[src/rtl/display_digit_driver.sv]
// display_digit_driver: LED clock divider, seg_sel synchronizer, frame-aligned
// double-buffered display word and registered active-low 7-segment decode.
module display_digit_driver #(
   parameter int DIV_HALF = 50000
) (
   input  logic        clk,
   input  logic        rstb,
   input  logic [15:0] disp_data,
   input  logic [3:0]  blank_mask,
   input  logic [3:0]  dp_mask,
   input  logic        lz_en,
   input  logic        load,
   input  logic [1:0]  seg_sel,
   output logic        led_clk,
   output logic [6:0]  cath,
   output logic        dp,
   output logic        pending
);
   localparam logic [6:0] SEG [16] = '{
      7'b0000001, 7'b1001111, 7'b0010010, 7'b0000110,
      7'b1001100, 7'b0100100, 7'b0100000, 7'b0001111,
      7'b0000000, 7'b0000100, 7'b0001000, 7'b1100000,
      7'b0110001, 7'b1000010, 7'b0110000, 7'b0111000
   };
   logic [19:0] r_cnt;
   logic        r_led_clk;
   logic [1:0]  r_s1;
   logic [1:0]  r_s2;
   logic [15:0] r_p_data;
   logic [3:0]  r_p_blank;
   logic [3:0]  r_p_dp;
   logic        r_p_lz;
   logic        r_pending;
   logic [15:0] r_a_data;
   logic [3:0]  r_a_blank;
   logic [3:0]  r_a_dp;
   logic        r_a_lz;
   logic [6:0]  r_cath;
   logic        r_dp;
   logic        w_wrap;
   logic        w_commit;
   logic [3:0]  w_nib;
   logic        w_hi_zero;
   logic        w_blank;
   always_ff @(posedge clk or negedge rstb) begin
      if (!rstb) begin
         r_cnt     <= '0;
         r_led_clk <= 1'b0;
      end else begin
         r_cnt     <= w_wrap ? '0 : r_cnt + 20'd1;
         r_led_clk <= w_wrap ? ~r_led_clk : r_led_clk;
      end
   end
   assign w_wrap = (r_cnt == 20'(DIV_HALF - 1));
   always_ff @(posedge clk or negedge rstb) begin
      if (!rstb) begin
         r_s1 <= '0;
         r_s2 <= '0;
      end else begin
         r_s1 <= seg_sel;
         r_s2 <= r_s1;
      end
   end
   // Frame wrap is digit 3 -> digit 0 seen on the synchronized index.
   assign w_commit = (r_s1 == 2'd0) && (r_s2 == 2'd3);
   always_ff @(posedge clk or negedge rstb) begin
      if (!rstb) begin
         r_p_data  <= '0;
         r_p_blank <= '0;
         r_p_dp    <= '0;
         r_p_lz    <= 1'b0;
         r_pending <= 1'b0;
      end else begin
         if (load) begin
            r_p_data  <= disp_data;
            r_p_blank <= blank_mask;
            r_p_dp    <= dp_mask;
            r_p_lz    <= lz_en;
         end
         r_pending <= load ? 1'b1 : (w_commit ? 1'b0 : r_pending);
      end
   end
   // Active takes the pre-load pending contents when load and commit coincide.
   always_ff @(posedge clk or negedge rstb) begin
      if (!rstb) begin
         r_a_data  <= '0;
         r_a_blank <= '0;
         r_a_dp    <= '0;
         r_a_lz    <= 1'b0;
      end else if (w_commit && r_pending) begin
         r_a_data  <= r_p_data;
         r_a_blank <= r_p_blank;
         r_a_dp    <= r_p_dp;
         r_a_lz    <= r_p_lz;
      end
   end
   always_comb begin
      w_nib     = r_a_data[{r_s2, 2'b00} +: 4];
      w_hi_zero = ((r_a_data >> {r_s2, 2'b00}) == 16'h0000);
      w_blank   = r_a_blank[r_s2] || (r_a_lz && (r_s2 != 2'd0) && w_hi_zero);
   end
   always_ff @(posedge clk or negedge rstb) begin
      if (!rstb) begin
         r_cath <= 7'h7F;
         r_dp   <= 1'b1;
      end else begin
         r_cath <= w_blank ? 7'h7F : SEG[w_nib];
         r_dp   <= ~r_a_dp[r_s2];
      end
   end
   assign led_clk = r_led_clk;
   assign cath    = r_cath;
   assign dp      = r_dp;
   assign pending = r_pending;
endmodule

[config.mk]
export PLATFORM = sky130hd
export DESIGN_NAME = display_digit_driver
export DESIGN_NICKNAME = d
export VERILOG_FILES = /design/src/rtl/display_digit_driver.sv
export SDC_FILE = /design/constraint.sdc
export NUM_CORES = 1
export LEC_CHECK = 0
export CORE_MARGIN = 2
export CORE_UTILIZATION = 52
export CTS_BUF_LIST = sky130_fd_sc_hd__clkbuf_4
export DETAILED_ROUTE_END_ITERATION = 7
export MAX_ROUTING_LAYER = met4
export PLACE_DENSITY = 0.87
export SLEW_MARGIN = 15
export SYNTH_ARGS = -nofsm -noshare
export SYNTH_HDL_FRONTEND = slang
export SYNTH_SLANG_ARGS = --single-unit
[constraint.sdc]
create_clock -name clk -period 2.22 [get_ports clk]
set_clock_uncertainty 0.15 [all_clocks]
set_input_delay 0.666 -clock clk [delete_from_list [all_inputs] [get_ports clk]]
set_output_delay 0.666 -clock clk [all_outputs]
set_load 0.01 [all_outputs]
==> flow_metrics.env, run 1 <==
export IMPL_status="finished, final reports clean"
export IMPL_p_comb_share_pct=22.5
export IMPL_hold_violations=0
export IMPL_ys_ff_latch=84
export IMPL_first_pass_iters=4
export IMPL_cp_buffers_inverters=1
export IMPL_met3_usage_pct=5.844
export IMPL_nets=354
export IMPL_grt_busiest_layer="met2"
export IMPL_end_kind="output pin"
export IMPL_cp_required_ns=1.40
export IMPL_num_rows=30
export IMPL_antenna_found_initial=0
export IMPL_area_delta_synth_final_pct=21.68
export IMPL_fp_dieW_um=87.75
export IMPL_dieArea_um2=7700
export IMPL_worstPathArrival_ns=1.34
export IMPL_grt_util_met1_pct=23.93
export IMPL_drive_gt1_share_pct=33.23
export IMPL_p_leak_nw=1.917
export IMPL_numCtsBuffers=9
export IMPL_maxCapViolations=0
export IMPL_max_freq_mhz=464.7
export IMPL_internal_power_mw=2.901
export IMPL_whs_ns=0.07502
export IMPL_period_minus_slack_ns=2.152
export IMPL_ys_seq_area_share_pct=57.91
export IMPL_netSwitchingFraction_pct=26.71
export IMPL_slew_viol_final=0
export IMPL_pwr_share_seq_pct=49.8
export IMPL_drtAntennaViolNets=0
export IMPL_gp_congestion=0.8180
export IMPL_syn_cell_area_um2=3647
export IMPL_critical_path_top_delay_family="buffers and inverters"
export IMPL_cpPeakStageDelay_ns=0.53
export IMPL_vdd_ir_drop_max_mv=0.4119
export IMPL_synth_fp_nets=301
export IMPL_final_cells=418
export IMPL_vias=2254
export IMPL_multi_input_area_um2=1480
export IMPL_antenna_cells=0
export IMPL_vias_per_cell=5.392
export IMPL_setup_worst_path_class="flop to output pin"
export IMPL_tightest_slew_ns=0.6295
export IMPL_clkSinkCount=84
export IMPL_ys_warn_count=0
export IMPL_rsz0062_at_grt="no"
export IMPL_final_cell_mix="dfrtp_1, mux2_2, clkdlybuf4s50_1"
export IMPL_seq_area_um2=2113
export IMPL_clkTransAtPathRegs_ns=0.13
export IMPL_clkPwrFrac_pct=27.6
export IMPL_synthCells=264
export IMPL_grt_use_met2_pct=33.06
export IMPL_cp_max_fo=2
export IMPL_wl_per_cell_um=16.25
export IMPL_port_buffers=39
export IMPL_timing_critical_path_from_type="flop"
export IMPL_grt_usage_pct=20.15
export IMPL_dr_first_iter_drc_count=94
export IMPL_synth_main_ff_cell="dfrtp_1"
export IMPL_grt_pass1_wl_mm=11.36
export IMPL_io_pins=40
export IMPL_start_util_pct=53.68
export IMPL_relSlewSlack_pct=57.65
export IMPL_synth_avg_cell_area_um2=13.82
export IMPL_core_area_um2=6794
export IMPL_clock_path_buffers=2
export IMPL_cts_tree="yes"
export IMPL_cpMaxStageDelayCell="clkdlybuf4s50_1"
export IMPL_final_setup_viol_count=0
export IMPL_p_sw_mw=1.057
export IMPL_grt_overflow=0
export IMPL_cts_root_buf="clkbuf_4"
export IMPL_finalCritPeriodShare_pct=96.94
export IMPL_ys_async_sr_fraction_pct=100.0
export IMPL_tns_ns=0
export IMPL_place_inst=398
export IMPL_synth_edf_count=0
export IMPL_die_height_um=87.75
export IMPL_hold_path_class="primary input to asynchronous set/reset pin"
export IMPL_grt_max_degree=46
export IMPL_htreeDepth=3
export IMPL_clock_latency_ns=0.44
export IMPL_drt_total_wl_mm=6.791
export IMPL_remaining_drc_errors=0
export IMPL_grt_pass1_vias=2327
export IMPL_fill_cells=487
export IMPL_crit_chain="clkdlybuf4s50_1"
export IMPL_mostFrequentLayoutCell="dfrtp_1"
export IMPL_dp_final_hpwl_mm=4.634
export IMPL_p_per_area_nw_per_um2=891.9
export IMPL_yosysUniqueCellTypes=37
[cells in the mapped netlist (2+ instances only)]
library cell  instances  area [um^2]
dfrtp_1              76         1902
mux2_2               51        574.3
nor2_1               18        67.56
nand2_1              16        60.06
xnor2_1              11        96.34
dfstp_2               8        210.2
nand3_1               8        40.04
xor2_1                8        70.07
ha_1                  7        87.58
mux4_2                7        157.7
buf_2                 6        30.03
nand4_1               6        37.54
nor4_1                6        37.54
inv_1                 5        18.77
o211ai_1              4        30.03
a21oi_1               2        10.01
and3_1                2        12.51
and4_1                2        17.52
buf_1                 2        7.510
mux2i_1               2        20.02
[power groups by stage]
stage | combinational (mW) | sequential [mW] | clock (mW)
final | 0.892 | 1.97 | 1.09
after global routing | 0.979 | 2.00 | 1.19
after CTS | 0.892 | 1.97 | 1.12
after detailed placement | 0.921 | 2.00 | 0
after global placement | 0.880 | 1.99 | 0
after floorplan | 0.533 | 1.99 | 0
[final timing paths]
path	endpoint	slack, ns	start	depth (start not counted)
worst max-delay path	pending	0.07	pending	1
worst min-delay path	r_p_dp[1]	0.08	rstb	1
worst max register to register	cath[3]	0.10	r_s2[0]	6
worst min register to register	r_s2[1]	0.25	r_s1[1]	0
max in group asynchronous	r_p_data[10]	1.32	rstb	2
min in group clk	r_s2[1]	0.25	r_s1[1]	0
[flip-flops by register name, indices dropped and copies added (netlist names), 2 cells and up]
register / flops
r_a_data: 16
r_p_blank: 4
r_s1: 2
cath: 7
r_cnt: 20
r_p_data: 16
r_a_dp: 4
r_p_dp: 4
r_a_blank: 4
r_s2: 2
[through the flow]
stage	worst slack, ns	util (%)	instance area (um^2)	power, mW
2_1_floorplan	0.01602	-	3654	2.521
3_3_place_gp	0.07063	62.03	4214	2.868
3_5_place_dp	-0.05145	62.03	4214	2.919
4_1_cts	0.006046	64.97	4414	3.986
5_1_grt	0.004086	65.32	4438	4.170
6_report	0.06795	65.32	4438	3.958
[routing by layer]
layer | vias up | part of all wire [%] | wire, um
met1 | 1149 | 43 | 2887
met4 | 0 | 2.7 | 182
li1 | 1049 | - | -
met3 | 14 | 3.9 | 262
met5 | - | 0 | 0
met2 | 42 | 51 | 3458
[area by class of cell]
cell class              instances  share of cell area, %
flip-flops and latches         84                  47.62
multi-input cells             164                  33.35
well taps                      96                  2.707
repair buffers                 52                  11.62
inverters                       6                 0.5075
clock inverters                 6                  2.509
clock buffers                  10                  1.692
[kinds of logic (layout without fill, tap and decap cells)]
family          Yosys count  after routing  share of synthesized area (%)
flops                    84             84                          57.91
simple gates             65             65                          9.297
mux                      60             60                          20.62
xor+xnor                 19             19                          4.563
buf+inv                  16             74                          2.058
compound gates           13             13                          3.157
fa+ha+maj                 7              7                          2.401
[repair_timing]
item / 4_1_cts / 5_1_grt
pin swaps: 0 / 1
hold buffers: 0 / 0
resized for setup: 10 / 5
setup buffers: 2 / 2
gates cloned: 0 / 0
setup endpoints to repair: 16 / 9
Note: power is estimated with default switching activity, not from simulation.
==> run 2, diff against run 1 <==
- CORE_UTILIZATION: 52 -> 55
- PLACE_DENSITY: 0.87 -> 0.88
- clock period: 2.22 -> 2.3 ns (I/O delays scaled with it)
==> flow_metrics.env, run 2 (synthesis gave the netlist of run 1 again) <==
export IMPL_status="finished, final reports clean"
export IMPL_dr_first_iter_drc_count=126
export IMPL_p_total_mw=3.609
export IMPL_vias_per_cell=5.713
export IMPL_finalCritPeriodShare_pct=96.67
export IMPL_whs_ns=0.2521
export IMPL_cp_required_ns=2.48
export IMPL_setup_worst_path_class="flop to flop"
export IMPL_first_pass_iters=4
export IMPL_num_rows=29
export IMPL_largest_reg_flops=20
export IMPL_core_area_um2=6386
export IMPL_p_per_area_nw_per_um2=832.3
export IMPL_cp_max_fo=7
export IMPL_p_comb_share_pct=23.5
export IMPL_wl_per_cell_um=16.91
export IMPL_cpMaxStageDelayCell="mux4_2"
export IMPL_gp_congestion=0.8722
export IMPL_end_kind="flop"
export IMPL_dp_final_hpwl_mm=4.674
export IMPL_remaining_drc_errors=0
export IMPL_dieArea_um2=7299
export IMPL_final_cells=397
export IMPL_place_inst=377
export IMPL_p_sw_mw=1.038
export IMPL_grt_pass1_wl_mm=11.51
export IMPL_cp_buffers_inverters=1
export IMPL_final_cell_area_um2=4337
export IMPL_clkPwrFrac_pct=23.6
export IMPL_vdd_ir_drop_max_mv=0.6118
export IMPL_clock_latency_ns=0.42
export IMPL_cts_tree="yes"
export IMPL_vias=2268
export IMPL_clock_path_buffers=2
export IMPL_grt_pass1_vias=2361
export IMPL_nets=352
export IMPL_top_regs="r_cnt x20, r_a_data x16, r_p_data x16"
export IMPL_io_pins=40
export IMPL_pwr_share_seq_pct=52.9
export IMPL_mostFrequentLayoutCell="dfrtp_1"
export IMPL_worstPathArrival_ns=2.41
export IMPL_drive_gt1_share_pct=31.87
export IMPL_grt_usage_pct=21.16
export IMPL_grt_max_degree=50
export IMPL_final_cell_mix="dfrtp_1, mux2_2, clkdlybuf4s50_1"
export IMPL_fp_dieW_um=85.44
export IMPL_maxCapViolations=0
export IMPL_p_leak_nw=1.867
export IMPL_antenna_cells=0
export IMPL_hold_path_class="flop to flop"
export IMPL_die_height_um=85.44
export IMPL_hold_violations=0
export IMPL_htreeDepth=3
export IMPL_slew_viol_final=0
export IMPL_final_setup_viol_count=0
export IMPL_largest_register="r_cnt"
export IMPL_relSlewSlack_pct=65.97
export IMPL_antenna_found_initial=0
export IMPL_cts_root_buf="clkbuf_4"
export IMPL_critical_path_top_delay_family="multiplexers"
export IMPL_drt_total_wl_mm=6.712
export IMPL_max_freq_mhz=449.8
export IMPL_numCtsBuffers=9
export IMPL_grt_overflow=0
export IMPL_cpPeakStageDelay_ns=0.56
export IMPL_period_minus_slack_ns=2.223
export IMPL_post_dp_cell_area_um2=4163
export IMPL_timing_critical_path_from_type="flop"
export IMPL_crit_chain="mux4_2, inv_2, ha_1, nand2_1, nor4_4, o22ai_4, o311ai_2"
export IMPL_tightest_slew_ns=0.5059
export IMPL_netSwitchingFraction_pct=28.77
export IMPL_area_delta_synth_final_pct=18.90
export IMPL_port_buffers=39
export IMPL_clkTransAtPathRegs_ns=0.14
export IMPL_clkSinkCount=84
export IMPL_internal_power_mw=2.571
export IMPL_start_util_pct=57.11
export IMPL_fill_cells=432
export IMPL_drtAntennaViolNets=0
run 2: cell types whose count changed in the layout (fill, tap and decap cells not counted), moves of 2 or more:
| cell | delta |
|---|---|
| buf_4 | -2 |
| bufinv_16 | -2 |
| ha_1 | +2 |
| ha_2 | -2 |
| inv_6 | +2 |
run 2: final cells by class:
cell class / count / area [um^2] / share of cell area (%)
Inverter: 6 / 22.52 / 0.5193
Tap cell: 77 / 96.34 / 2.222
Sequential cell: 84 / 2113 / 48.73
Multi-Input combinational cell: 164 / 1475 / 34.02
Clock buffer: 9 / 67.56 / 1.558
Timing Repair Buffer: 50 / 488.0 / 11.25
Clock inverter: 7 / 73.82 / 1.702
run 2: per-layer routing:
layer / vias up / track usage (%) / share of wire (%)
met2: 69 / 34.38 / 53
li1: 1041 / - / -
met5: - / - / 0
met4: 0 / 7.937 / 1.3
met3: 11 / 5.739 / 5.2
met1: 1147 / 25.36 / 41
run 2: repair_timing:
action,in CTS,in global routing
setup buffers,0,3
hold buffers,1,0
pin swaps,0,0
setup endpoints to repair,15,7
resized for setup,10,2
hold endpoints to repair,7,0
run 2: per-stage QoR:
stage / util, % / setup slack, ns / setup TNS [ns]
global placement: 65.18 / 0.1367 / 0
CTS: 67.54 / 0.004500 / 0
floorplan: - / 0.09602 / 0
finish: 67.91 / 0.07669 / 0
global route: 67.91 / -0.02639 / -0.05109
detailed placement: 65.18 / -0.02253 / -0.03073
run 2: worst paths after layout:
kind	slack (ns)	end	depth (start not counted)	from
worst max-delay path	0.08	cath[0]	7	r_s2[0]
worst min-delay path	0.25	r_s2[1]	0	r_s1[1]
worst max register to register	0.08	cath[0]	7	r_s2[0]
max in group asynchronous	0.97	r_s2[0]	3	rstb
worst min register to register	0.25	r_s2[1]	0	r_s1[1]
min in group asynchronous	0.48	r_p_data[14]	2	rstb
run 2: power groups by stage:
stage               sequential, mW  combinational, mW  clock, mW
global route                  1.94              0.928      0.953
finish                        1.91              0.850      0.850
detailed placement            1.94              0.861          0
CTS                           1.91              0.822      0.883
global placement              1.92              0.829          0
floorplan                     1.92              0.514          0
==> run 3, diff against run 2 <==
- CTS_CLUSTER_SIZE: unset -> 24
==> results of run 3 <==
The final DEF is identical to that of run 2; final timing and power are the same.
